### src/rtl/mm_bus_arbiter.sv
// Round-robin arbiter sharing one memory-mapped peripheral bus among NUM_CORES cores.
// One transaction in flight; a missing bus_ack aborts after TIMEOUT_CYC cycles with an error response.
module mm_bus_arbiter #(
  parameter int          NUM_CORES   = 2,
  parameter int          TIMEOUT_CYC = 64,
  parameter logic [15:0] ERR_RDATA   = 16'hFFFF
) (
  input  logic                         clk,
  input  logic                         rst_n,
  input  logic [NUM_CORES-1:0]         req_re,
  input  logic [NUM_CORES-1:0]         req_we,
  input  logic [16*NUM_CORES-1:0]      req_addr,
  input  logic [16*NUM_CORES-1:0]      req_wdata,
  output logic [NUM_CORES-1:0]         rsp_rdy,
  output logic                         rsp_err,
  output logic [15:0]                  rsp_rdata,
  output logic [15:0]                  bus_addr,
  output logic                         bus_re,
  output logic                         bus_we,
  output logic [15:0]                  bus_wdata,
  input  logic [15:0]                  bus_rdata,
  input  logic                         bus_ack,
  output logic [$clog2(NUM_CORES)-1:0] grant_id
);

  localparam int IW = $clog2(NUM_CORES);
  localparam int TW = $clog2(TIMEOUT_CYC);

  typedef enum logic [1:0] {IDLE, BUS, DONE} state_t;

  state_t          state_q, state_d;
  logic [IW-1:0]   rr_ptr_q, rr_ptr_d;
  logic [IW-1:0]   grant_q, grant_d;
  logic [15:0]     addr_q, addr_d;
  logic [15:0]     wdata_q, wdata_d;
  logic [15:0]     rdata_q, rdata_d;
  logic            op_wr_q, op_wr_d;
  logic            err_q, err_d;
  logic [TW-1:0]   timer_q, timer_d;

  logic [NUM_CORES-1:0] req_any;
  logic [IW-1:0]        win;
  logic                 found;

  assign req_any = req_re | req_we;

  // First requester at or after rr_ptr, wrapping modulo NUM_CORES.
  always_comb begin
    int unsigned idx;
    found = 1'b0;
    win   = '0;
    for (int unsigned i = 0; i < NUM_CORES; i++) begin
      idx = (32'(rr_ptr_q) + i) % NUM_CORES;
      if (!found && req_any[IW'(idx)]) begin
        found = 1'b1;
        win   = IW'(idx);
      end
    end
  end

  always_comb begin
    state_d  = state_q;
    rr_ptr_d = rr_ptr_q;
    grant_d  = grant_q;
    addr_d   = addr_q;
    wdata_d  = wdata_q;
    rdata_d  = rdata_q;
    op_wr_d  = op_wr_q;
    err_d    = err_q;
    timer_d  = timer_q;
    case (state_q)
      IDLE: begin
        if (found) begin
          grant_d = win;
          addr_d  = req_addr[16*win +: 16];
          wdata_d = req_wdata[16*win +: 16];
          op_wr_d = req_we[win];
          timer_d = '0;
          state_d = BUS;
        end
      end
      BUS: begin
        if (bus_ack) begin
          rdata_d = bus_rdata;
          state_d = DONE;
        end else if (timer_q == TW'(TIMEOUT_CYC - 1)) begin
          rdata_d = ERR_RDATA;
          err_d   = 1'b1;
          state_d = DONE;
        end else begin
          timer_d = timer_q + 1'b1;
        end
      end
      DONE: begin
        rr_ptr_d = IW'((32'(grant_q) + 32'd1) % NUM_CORES);
        err_d    = 1'b0;
        state_d  = IDLE;
      end
      default: state_d = IDLE;
    endcase
  end

  always_ff @(posedge clk or negedge rst_n) begin
    if (!rst_n) begin
      state_q  <= IDLE;
      rr_ptr_q <= '0;
      grant_q  <= '0;
      addr_q   <= '0;
      wdata_q  <= '0;
      rdata_q  <= '0;
      op_wr_q  <= 1'b0;
      err_q    <= 1'b0;
      timer_q  <= '0;
    end else begin
      state_q  <= state_d;
      rr_ptr_q <= rr_ptr_d;
      grant_q  <= grant_d;
      addr_q   <= addr_d;
      wdata_q  <= wdata_d;
      rdata_q  <= rdata_d;
      op_wr_q  <= op_wr_d;
      err_q    <= err_d;
      timer_q  <= timer_d;
    end
  end

  // Strobes and responses decode from the registered state only, so reset clears them asynchronously.
  assign bus_re    = (state_q == BUS) && !op_wr_q;
  assign bus_we    = (state_q == BUS) && op_wr_q;
  assign bus_addr  = addr_q;
  assign bus_wdata = wdata_q;
  assign rsp_rdy   = (state_q == DONE) ? (NUM_CORES'(1) << grant_q) : '0;
  assign rsp_err   = (state_q == DONE) && err_q;
  assign rsp_rdata = rdata_q;
  assign grant_id  = grant_q;

endmodule

### config.mk
export PLATFORM = sky130hd
export DESIGN_NAME = mm_bus_arbiter
export DESIGN_NICKNAME = d
export VERILOG_FILES = /design/src/rtl/mm_bus_arbiter.sv
export SDC_FILE = /design/constraint.sdc
export NUM_CORES = 1
export LEC_CHECK = 0
export ABC_AREA = 1
export BUFFER_PORTS_ARGS = -buffer_cell sky130_fd_sc_hd__buf_2
export CORE_MARGIN = 4
export CORE_UTILIZATION = 45
export CTS_CLUSTER_SIZE = 40
export DETAILED_ROUTE_END_ITERATION = 12
export GPL_TIMING_DRIVEN = 1
export HOLD_SLACK_MARGIN = 0.06
export PLACE_DENSITY = 0.79
export REMOVE_ABC_BUFFERS = 1
export SLEW_MARGIN = 40
export SYNTH_ARGS = -nofsm -noshare
export SYNTH_HDL_FRONTEND = slang
export SYNTH_SLANG_ARGS = --single-unit
### constraint.sdc
create_clock -name clk -period 2 [get_ports clk]
set_clock_uncertainty 0.15 [all_clocks]
set_input_delay 0.3 -clock clk [delete_from_list [all_inputs] [get_ports clk]]
set_output_delay 0.3 -clock clk [all_outputs]
set_load 0.005 [all_outputs]
==> results.md <==
* Status: finished clean
* Cell internal pwr at 3.50 mW
* Post-synth top cells: nand2_1 (65), nor2_1 (61), dfrtp_1 (60)
* Cells after Synth at 329
* Most common cell in the netlist: nand2_1
* Min-delay src: req_addr[24]
* Htree depth at 3
* CP required at 1550 ps
* Seq/Total Area, Yosys at 53.3%
* Startpoint Class: flip-flop
* Initial antenna violation count at 0
* Final instance area at roughly 0.0038 mm²
* FP Rows at 28
* Worst min path class: input pin to flip-flop
* Wire per inst at 13.3 µm
* Synthesized area at 0.00282 mm²
* Area Overhead vs Synth at 34.7%
* Skew-Pair Late Insertion Delay at about 320 ps
* Top cells by area, synth: dfrtp_1 (53%), o21ai_1 (9.8%), nand2_1 (8.7%), nor2_1 (8.1%), o21ai_2 (5.3%)
* Placed inst area at 0.00358 mm²
* CP peak stage delay at a little over 400 ps
* Logic pwr share at 41.7%
* Post-Route WL at 7280 µm
* Power Density at 1470 mW/mm²
* Largest net degree at the start of global routing at 35
* Via count at 2712
* Vias in the first global route at 2646
* Worst Tran Pin Value at between 600 and 700 ps
* Yosys top cell by area: dfrtp_1
* Number of synthesized flops with an enable pin at 0
* # diodes at 0
* CP Data Arrival Time at 1390 ps
* GRT Total Usage at 19.9%
* Root buf cell: clkbuf_8
* Die height at a little under 90 µm
* Peak supply drop at 0.711 mV
* Die Wd at approximately 87 µm
* Slew headroom at 59.6%
* Hold Buf Count CTS at 1
* Slowest cell on the critical path: dfrtp_1
* Switching pwr at 2.09 mW
* RSZ-0062 raised after global routing: no
* Placer Congestion at between 0.7 and 0.8
* TritonCTS buffer count at 9
* Max capacitance violation total at 0
* PortBufs at 140
* Share of cells above drive strength 1 at 40.4%
* Seq cells post-synth at 60
* Clk sink count at 60
* Post-cts resize count at 0
* Power share of the clock group at between 20 and 25%
* Crit Path Category: flip-flop to output pin
* Fin crit share at 92.0%
* Reg-to-Reg Start: timer_q[0]
* Crit path buf inv count at 2
* Clock-pin slew on the worst setup and hold paths at approximately 70 ps
* Setup-failing EPs final at 0
* Dpl hpwl at 5410 µm
* Crit path cell chain: nor2_2 > inv_1 > nor2_1 > buf_2
* TritonRoute pass-1 iters at 4
* Die Footprint at 0.00759 mm²
* Hold Fails Final Rpt at 0
* Total gr overflow at 0
* Initial DRC Count at 83
* Post-synth top area share at 53.3%
* Avg Vias per Cell at 4.95
* F_max at roughly 540 MHz
* Final ANT Viol Nets at 0
* Sw Share at 37.4%
* Layout Nets at approximately 560
* First-pass GRT wire length at 12000 µm
* Period minus WS final at 1840 ps
* Warnings from Yosys at 0
* Core area at 0.00599 mm²
* Lkg Pwr at 1.96 nW
* Distinct cells, synth at 23
* Crit path launch: state_q[1]
* Seq pwr share at 38.0%
* Delay-heaviest family, CP: flip-flops
* Top Ports at 141
* DRC at 0
* Fin. max-slew vios at 0
* CP endpoint kind: output pin
* Final total power at 5.59 mW
* Syn Area/Cell at between 8 and 9 µm²
* Synth Flop Type: dfrtp_1
* Ys async rst share at 100%
* Postcts setup bufs at 0
* Crit-path max FO at 6
* CTS tree: built
* Clock Path Buffers at 2
* Setup TNS at 0 ps
* Starting Density at 47.0%
-- sequential cells by signal, indices dropped and copies added (netlist names) --
name       cells
bus_addr      16
rsp_rdata     16
op_wr_q        1
timer_q        6
bus_wdata     16
rr_ptr_q       1
err_q          1
state_q        2
grant_id       1
-- final timing paths --
kind | endpoint | slack (ps) | cells past startpoint
max | bus_we | 160 | 4
min | bus_addr[8] | 80 | 3
max reg2reg | timer_q[0] | 320 | 7
min reg2reg | rsp_rdata[9] | 330 | 2
max in group asynchronous | timer_q[1] | 760 | 3
min in group asynchronous | bus_wdata[1] | 370 | 2
-- worst register-to-register path, cell delays in order, from the launching register on --
cell	delay, ps
dfrtp_1	430
ha_1	260
nand3_2	110
nor2_2	60
nor2_1	200
nand2_2	180
nand3_1	100
o21ai_0	80
-- cells in the final DEF (no fill, tap or decap), types with 3 or more instances in the layout --
| cell type | n |
|---|---|
| o21ai_0 | 12 |
| nor2_1 | 61 |
| nand2_1 | 65 |
| clkbuf_8 | 13 |
| o21ai_1 | 55 |
| buf_12 | 3 |
| buf_2 | 140 |
| inv_1 | 9 |
| o21ai_2 | 17 |
| buf_4 | 4 |
| inv_2 | 3 |
| nor2_2 | 6 |
| dfrtp_1 | 60 |
| nand3_1 | 13 |
-- routing by layer --
metal | track usage (%) | wire [µm]
met5 | 0 | 0
met4 | 5.44 | 48
met3 | 5.87 | 693
met2 | 33.5 | 3380
met1 | 25.0 | 3150
-- final cells by class --
cell class / instances / area [µm²]
Multi-Input combinational cell: 238 / 1140
Clock inverter: 1 / 30.0
Timing Repair Buffer: 148 / 801
Inverter: 13 / 48.8
Fill cell: 514 / 2190
Tap cell: 75 / 93.8
Sequential cell: 60 / 1500
Clock buffer: 13 / 179
-- cell families (layout without fill, tap and decap cells) --
logic type               count (synthesis)  in the layout  synth area share [%]
buffers and inverters                   31            175                  6.17
AND/OR/NAND/NOR                        148            148                  21.4
XOR/XNOR                                 3              3                 0.933
flip-flops                              60             60                  53.3
adder cells (fa/ha/maj)                  1              1                 0.444
AO/OA/AOI/OAI                           86             86                  17.8
-- power by group through the flow --
stage | logic, mW | clock network (mW) | registers, mW
2_1_floorplan | 1.25 | 0 | 2.15
5_1_grt | 2.66 | 1.23 | 2.19
6_report | 2.33 | 1.14 | 2.12
4_1_cts | 2.38 | 1.16 | 2.12
3_5_place_dp | 2.39 | 0 | 2.12
3_3_place_gp | 2.33 | 0 | 2.11
-- through the flow --
| stage | setup WS (ps) | std cells | hold slack, ps | util [%] |
|---|---|---|---|---|
| 5_1_grt | 57.2 | 548 | 74.0 | 63.4 |
| 3_3_place_gp | 416 | 533 | 186 | 59.7 |
| 2_1_floorplan | -179 | 311 | -146 | - |
| 4_1_cts | 149 | 548 | 67.3 | 63.4 |
| 6_report | 160 | 548 | 82.5 | 63.4 |
| 3_5_place_dp | 339 | 533 | 192 | 59.7 |
(Power assumes the default switching activity.)
